$ cat src/rtl/uart_alu_if.sv
// uart_alu_if: receives a 3-byte frame (A, B, opcode) from a UART RX FIFO,
// computes an ALU result, shows it on leds and pushes it to the UART TX FIFO.
// Ports:
//   CLK, RESET           clock, synchronous active-high reset
//   rx_empty, r_data     RX FIFO status / head byte
//   rd_uart              RX FIFO pop strobe (combinational)
//   tx_full              TX FIFO full flag
//   wr_uart, w_data      TX FIFO push strobe (combinational) / result byte
//   leds                 last computed result
//   busy                 high whenever a frame is in progress
//   timeout_err          one-cycle pulse when a partial frame is abandoned
module uart_alu_if #(
    parameter int unsigned N_BIT   = 8,
    parameter int unsigned TIMEOUT = 1_000_000
) (
    input  logic             CLK,
    input  logic             RESET,
    input  logic             rx_empty,
    input  logic [N_BIT-1:0] r_data,
    output logic             rd_uart,
    input  logic             tx_full,
    output logic             wr_uart,
    output logic [N_BIT-1:0] w_data,
    output logic [N_BIT-1:0] leds,
    output logic             busy,
    output logic             timeout_err
);

    localparam int unsigned      CNT_W     = (TIMEOUT > 1) ? $clog2(TIMEOUT) : 1;
    localparam logic [CNT_W-1:0] IDLE_LAST = CNT_W'(TIMEOUT - 1);

    localparam logic [N_BIT-1:0] OP_ADD = N_BIT'(8'h20);
    localparam logic [N_BIT-1:0] OP_SUB = N_BIT'(8'h22);
    localparam logic [N_BIT-1:0] OP_AND = N_BIT'(8'h24);
    localparam logic [N_BIT-1:0] OP_OR  = N_BIT'(8'h25);
    localparam logic [N_BIT-1:0] OP_XOR = N_BIT'(8'h26);
    localparam logic [N_BIT-1:0] OP_NOR = N_BIT'(8'h27);
    localparam logic [N_BIT-1:0] OP_SRL = N_BIT'(8'h02);
    localparam logic [N_BIT-1:0] OP_SRA = N_BIT'(8'h03);

    typedef enum logic [2:0] {
        RX_A,
        RX_B,
        RX_OP,
        EXEC,
        TX
    } state_t;

    state_t             state, state_next;
    logic [N_BIT-1:0]   a, b, op, res, alu_res;
    logic [CNT_W-1:0]   idle_cnt;
    logic               pop, push, timeout_hit;

    // ALU; shifts by >= N_BIT naturally give 0 (SRL) or all sign bits (SRA)
    always_comb begin
        alu_res = '0;
        case (op)
            OP_ADD:  alu_res = a + b;
            OP_SUB:  alu_res = a - b;
            OP_AND:  alu_res = a & b;
            OP_OR:   alu_res = a | b;
            OP_XOR:  alu_res = a ^ b;
            OP_NOR:  alu_res = ~(a | b);
            OP_SRL:  alu_res = a >> b;
            OP_SRA:  alu_res = N_BIT'($signed(a) >>> b);
            default: alu_res = '0;
        endcase
    end

    // State register
    always_ff @(posedge CLK) begin
        if (RESET) state <= RX_A;
        else       state <= state_next;
    end

    // Next-state and strobe decode; a pending byte beats the idle timeout
    always_comb begin
        state_next  = state;
        pop         = 1'b0;
        push        = 1'b0;
        timeout_hit = 1'b0;
        case (state)
            RX_A: begin
                pop = ~rx_empty;
                if (pop) state_next = RX_B;
            end
            RX_B: begin
                pop = ~rx_empty;
                if (pop) begin
                    state_next = RX_OP;
                end else if (idle_cnt == IDLE_LAST) begin
                    state_next  = RX_A;
                    timeout_hit = 1'b1;
                end
            end
            RX_OP: begin
                pop = ~rx_empty;
                if (pop) begin
                    state_next = EXEC;
                end else if (idle_cnt == IDLE_LAST) begin
                    state_next  = RX_A;
                    timeout_hit = 1'b1;
                end
            end
            EXEC: state_next = TX;
            TX: begin
                push = ~tx_full;
                if (push) state_next = RX_A;
            end
            default: state_next = RX_A;
        endcase
    end

    // Combinational outputs are forced low while RESET is asserted
    assign rd_uart = pop & ~RESET;
    assign wr_uart = push & ~RESET;
    assign busy    = (state != RX_A) & ~RESET;
    assign w_data  = RESET ? '0 : res;

    // Operand capture, result, idle counter and timeout pulse
    always_ff @(posedge CLK) begin
        if (RESET) begin
            a           <= '0;
            b           <= '0;
            op          <= '0;
            res         <= '0;
            leds        <= '0;
            idle_cnt    <= '0;
            timeout_err <= 1'b0;
        end else begin
            timeout_err <= timeout_hit;
            if (pop) begin
                case (state)
                    RX_A:    a  <= r_data;
                    RX_B:    b  <= r_data;
                    RX_OP:   op <= r_data;
                    default: ;
                endcase
            end
            if (state == EXEC) begin
                res  <= alu_res;
                leds <= alu_res;
            end
            if (pop || timeout_hit) begin
                idle_cnt <= '0;
            end else if ((state == RX_B || state == RX_OP) && rx_empty) begin
                idle_cnt <= idle_cnt + CNT_W'(1);
            end
        end
    end

endmodule
$ cat config.mk
export PLATFORM = sky130hd
export DESIGN_NAME = uart_alu_if
export DESIGN_NICKNAME = d
export VERILOG_FILES = /design/src/rtl/uart_alu_if.sv
export SDC_FILE = /design/constraint.sdc
export NUM_CORES = 1
export LEC_CHECK = 0
export BUFFER_PORTS_ARGS = -buffer_cell sky130_fd_sc_hd__buf_2
export CAP_MARGIN = 25
export CORE_UTILIZATION = 30
export DETAILED_ROUTE_END_ITERATION = 12
export GPL_ROUTABILITY_DRIVEN = 0
export PLACE_DENSITY = 0.48
export SYNTH_ARGS = -nofsm -noshare
export SYNTH_HDL_FRONTEND = slang
export SYNTH_SLANG_ARGS = --single-unit
$ cat constraint.sdc
create_clock -name CLK -period 3.8 [get_ports CLK]
set_input_delay 0.19 -clock CLK [delete_from_list [all_inputs] [get_ports CLK]]
set_output_delay 0.19 -clock CLK [all_outputs]
set_load 0.03 [all_outputs]
# Yosys cells after proc, flatten, opt, wreduce, memory -nomap -nowiden
# Cells that the tools add are included.
dict set report word_totals {
  reg_bits 56
  elab_cells 62
}
dict set report classes {
  n_addsub 3
  n_eq_ne 15
  shifts 2
  n_mux 13
  bitwise 10
  reduce_logical 12
}
# operator count
set op_table {}
lappend op_table {{one-hot mux 8 bit (8 select lines)} 1}
lappend op_table {{equality test 8 x 6 -> 1 bit, second input constant} 6}
lappend op_table {{adder 20 x 1 -> 20 bit, second input constant} 1}
lappend op_table {{equality test 20 bit, second input constant} 1}
lappend op_table {{equality test 8 x 2 -> 1 bit, second input constant} 2}
lappend op_table {{2-to-1 mux 3 bit} 5}
lappend op_table {{one-hot mux 3 bit (5 select lines)} 1}
lappend op_table {{adder 8 bit} 1}
lappend op_table {{bitwise AND 8 bit} 1}
lappend op_table {{2-to-1 mux 8 bit} 1}
lappend op_table {{inverter 8 bit} 1}
lappend op_table {{bitwise OR 8 bit} 1}
lappend op_table {{AND reduction 2 bit} 4}
lappend op_table {{right shift 8 x 8 -> 8 bit} 1}
lappend op_table {{>>> shifter 8 x 8 -> 8 bit} 1}
lappend op_table {{subtractor 8 bit} 1}
lappend op_table {{bitwise XOR 8 bit} 1}
lappend op_table {{equality test 3 x 2 -> 1 bit, second input constant} 2}
lappend op_table {{2-to-1 mux 1 bit} 5}
lappend op_table {{inequality test 2 bit, second input constant} 2}
lappend op_table {{OR reduction 2 bit} 2}
lappend op_table {{bitwise AND 1 bit} 3}
lappend op_table {{equality test 3 x 1 -> 1 bit, second input constant} 1}
lappend op_table {{equality test 3 bit, second input constant} 1}
lappend op_table {{other kinds (6)} 9}

# Logic depth before layout (Yosys ltp)
dict set report logic_depth {
  depth_word 6
  ltp_mapped 14
  mapped_depth_nobuf 12
}

# Worst setup path before layout
# No wires, ideal clock.
dict set report synth_timing {
  path_kind {register to register}
  from {reg b[1]}
  to {reg res[6]}
  setup_ns 0.116
  arrival_ns 2.666
  required_ns 3.684
  setup_slack_ns 1.019
  path_stages_with_launch 14
  period_less_slack_ns 2.781
  path_cell_list {dfxtp_1 buf_2 buf_1 inv_1 ha_1 nand2_1 o21ai_0 fa_1 nand2b_1 a21oi_1 a21o_1 a21oi_1 xnor2_1 a31o_1}
}
dict set report synth_via {
  elab_chain_cells 2
  word_cells_on_any_way 5
  classes_between {add/sub: 2; shift: 2; mux: 1}
}
# item line_no
set synth_lines {}
lappend synth_lines {{from (decl)} 50} ;# logic [N_BIT-1:0] a, b, op, res, alu_res;
lappend synth_lines {{from (signal assigned)} 135} ;# RX_B: b <= r_data;
lappend synth_lines {{subtractor 8 bit, or another cell as far along} 59} ;# OP_SUB: alu_res = a - b;
lappend synth_lines {{one-hot mux 8 bit (8 select lines) *} 57} ;# case (op)
lappend synth_lines {{to (signal assigned)} 141} ;# res <= alu_res;
lappend synth_lines {{to (decl)} 50}
# Mark *: on every way between the ends. The rest lies on a longest branch, timed or not.
# A chain may end at the register's enable or synchronous reset.

# Worst setup path after layout
dict set report layout_timing {
  from {reg b[1]}
  to {reg res[4]}
}
# The elaborated chain is that of the path after synthesis.

==> flow_summary.rst <==
.. list-table::
   :header-rows: 1

   * - Metric
     - Value
   * - Sequential fraction of design power
     - 0.449
   * - Prevailing post-synth register cell
     - dfxtp_1
   * - Cell type of the slowest stage on the worst timing path
     - dfxtp_1
   * - Worst setup skew after layout
     - ~0.0040 ns
   * - Number of clock buffers inserted by TritonCTS
     - 5
   * - Total power density per cell area
     - 315 nW/um^2
   * - Worst setup path category
     - flip-flop to flip-flop
   * - Synthesized area
     - approximately 4000 sq um
   * - Part of the cycle the worst path needs
     - 0.800
   * - Post-Syn Instances
     - 519
   * - Via count of the first global-routing pass
     - about 3200
   * - Fmax achieved
     - about 330 MHz
   * - Number of gates resized after CTS
     - 0
   * - Data arrival time at the worst-slack endpoint
     - ~3.2 ns
   * - Crit-path max cell delay
     - ~0.78 ns
   * - Number of maximum-capacitance constraint violations
     - 0
   * - Number of design rule violations left after detail routing
     - 0
   * - Fraction of synthesized cell area taken by the top area cell type
     - 0.281
   * - Worst skew pair latency
     - 0.31 ns
   * - NumNets Final
     - 573
   * - Initial antenna violation count
     - 0
   * - Unrepaired setup endpoints after global routing
     - no
   * - CP required
     - ~4 ns
   * - Number of nets produced by synthesis
     - ~560
   * - Net switching power figure
     - 0.000421 W
   * - Clock tree root buffer cell
     - clkbuf_16
   * - DRT Pass-1 Iters
     - 5
   * - Outcome
     - finished, final reports clean
   * - Global route overflow
     - 0
   * - Buffer levels on the longest clock path
     - 2
   * - Initial Utilization
     - 0.312
   * - Yosys reg bits
     - 56
   * - Avg Synthesized Cell Area
     - just under 8 sq um
   * - Detail Route Antenna Nets
     - 0
   * - Worst supply voltage drop on vdd
     - 0.000160 V
   * - Sort of element at the end of the critical path
     - flip-flop
   * - Clock tree sinks
     - 56
   * - Die area
     - ~14000 sq um
   * - Ratio of cells with drive above 1 in the final layout
     - 0.125
   * - Leading cell type in the layout, fill and taps excluded
     - nand2_1
   * - Leading cell types in the layout, fill and taps excluded
     - nand2_1, nor2_1, dfxtp_1
   * - 1st-iter DRT viols
     - approximately 210
   * - Cell leakage power
     - 1.62 nW
   * - Per-cell routed wire length
     - 16.1 um
   * - Clk network pwr share
     - 0.348
   * - Cell type contributing the most total cell area after synthesis
     - dfxtp_1
   * - Worst Tran Pin Value
     - 1.03 ns
   * - Die height
     - approximately 120 um
   * - Wire length of the first global-routing pass
     - roughly 18 mm
   * - Clock tree from TritonCTS
     - built
   * - Count of endpoints failing setup in the final report
     - 0
   * - GRT Total Usage
     - 0.173
   * - Antenna diode count
     - 0
   * - Number of pins exceeding their max-slew limit in the final report
     - 0
   * - Minimum clock period
     - 3.04 ns
   * - Proportion of total power due to net switching
     - 0.301
   * - Largest net degree at the start of global routing
     - 42
   * - Layout area overhead
     - 11.3%
   * - Post-cts hold buffer count
     - 0
   * - Clock slew seen by the registers of the worst setup and hold paths
     - approximately 0.07 ns
   * - FFs w/ async S/R, synth
     - 0
   * - Setup TNS
     - 0 ns
   * - Classification of the worst-slack hold path
     - primary input to flip-flop
   * - Worst hold slack after final layout
     - ~0.15 ns
   * - Placed wire-length estimate
     - 8.59 mm
   * - # port buffers
     - 31
   * - Htree depth
     - 2
   * - Logic gate share of total power
     - 0.203
   * - Final Hold Vio Count
     - 0
   * - Overall via count from detail_route
     - 3641
   * - I/O pins
     - 32
   * - Cells traversed along the worst timing path
     - inv_1 > ha_1 > nand2_1 > o21ai_0 > fa_1 > nand2b_1 > a21oi_1 > xor2_1 > a21o_1 > a211oi_1 > o21ai_0
   * - R2R Setup Slk
     - 0.76 ns
   * - Number of vias per cell
     - approximately 5.1
   * - Buffers inserted during post-CTS setup optimization
     - 0
   * - Width of the die
     - about 120 um
   * - Cell Int Power
     - approximately 0.00098 W
   * - Synth warn
     - 0
   * - Total core area
     - around 13000 sq um
   * - Floorplan row count
     - 41
   * - Kind of start point of the critical path
     - flip-flop
   * - Proportion of synthesized chip area in sequential cells
     - 0.281
   * - Number of synthesized flops with an enable pin
     - 0
   * - Total Routed Length
     - ~11 mm
   * - Worst slew margin
     - 0.310
   * - Cell seen most often among critical-path stages
     - o21ai_0
   * - Critical Path Fanout Max
     - 17
   * - Number of distinct library cells after synthesis
     - between 60 and 70
   * - Cells taking the most area after synthesis
     - dfxtp_1, ha_1, a21oi_1, nand2_1, nor2_1
-- critical path: cells and delay by family (launching register included) --
kind,cells,cell delay [ns]
buffers and inverters,1,0.20
flip-flops,1,0.78
AND/OR/NAND/NOR,2,0.22
adder cells (fa/ha/maj),2,0.77
AO/OA/AOI/OAI,5,0.86
XOR/XNOR,1,0.10
-- flip-flops by register name (all words and copies together) (netlist names) --
register and cells:
a 8, b 8, idle_cnt 20, op 8
res 8, state 3, timeout_err 1
-- cells in the mapped netlist, types with 4 or more instances --
library cell,count
and3_1,5
ha_1,25
buf_2,7
nor2b_1,12
xnor2_1,23
or3_1,6
o21ai_0,21
mux2i_1,12
nor4b_1,4
nor2_2,5
xor2_1,16
nor3_1,11
a21oi_1,52
a211oi_1,7
inv_1,18
clkbuf_1,19
nand2_1,65
nand2b_1,7
a31oi_1,4
nand3_1,13
nor2_1,60
dfxtp_1,56
nor4_1,5
-- logic make-up after synthesis --
family                   share of synthesized area
XOR/XNOR                                    0.0898
multiplexers                                0.0414
AO/OA/AOI/OAI                                0.181
flip-flops                                   0.281
buffers and inverters                       0.0530
adder cells (fa/ha/maj)                     0.0835
AND/OR/NAND/NOR                              0.270
-- per-stage QoR --
step           worst slack [ns]  area, sq um  power (W)  utilization  instances
3_3_place_gp              0.861         4280   0.000919        0.335        699
3_5_place_dp              0.822         4280   0.000921        0.335        699
6_report                  0.761         4440    0.00140        0.347        707
2_1_floorplan              1.02         3990   0.000853            -        519
5_1_grt                   0.444         4440    0.00147        0.347        707
4_1_cts                   0.789         4430    0.00142        0.347        706
-- layout make-up --
type,instances,area [sq um]
Clock buffer,6,139
Clock inverter,1,8.76
Fill cell,1363,8340
Inverter,19,71.3
Multi-Input combinational cell,413,2660
Sequential cell,56,1120
Tap cell,172,215
Timing Repair Buffer,40,223
-- power by group through the flow --
stage,Sequential (W),Combinational (W),Clock [W]
after detailed placement,0.000641,0.000280,0
after global routing,0.000630,0.000314,0.000526
final,0.000628,0.000284,0.000487
after global placement,0.000641,0.000278,0
after floorplan,0.000623,0.000230,0
after CTS,0.000627,0.000281,0.000509
-- routing by layer --
layer  share of wire  GRT usage
met1            0.50      0.252
met2            0.40      0.243
met3           0.069     0.0402
met4           0.023     0.0641
met5               0          0
-- worst paths after layout --
kind,from,end,depth (start not counted)
max,b[1]$_SDFFE_PP0P_,res[4]$_SDFFE_PP0N_,11
min,r_data[0],op[0]$_SDFFE_PP0P_,3
max reg2reg,b[1]$_SDFFE_PP0P_,res[4]$_SDFFE_PP0N_,11
min reg2reg,op[4]$_SDFFE_PP0P_,op[4]$_SDFFE_PP0P_,2
Power figures use the tool's default switching activity.
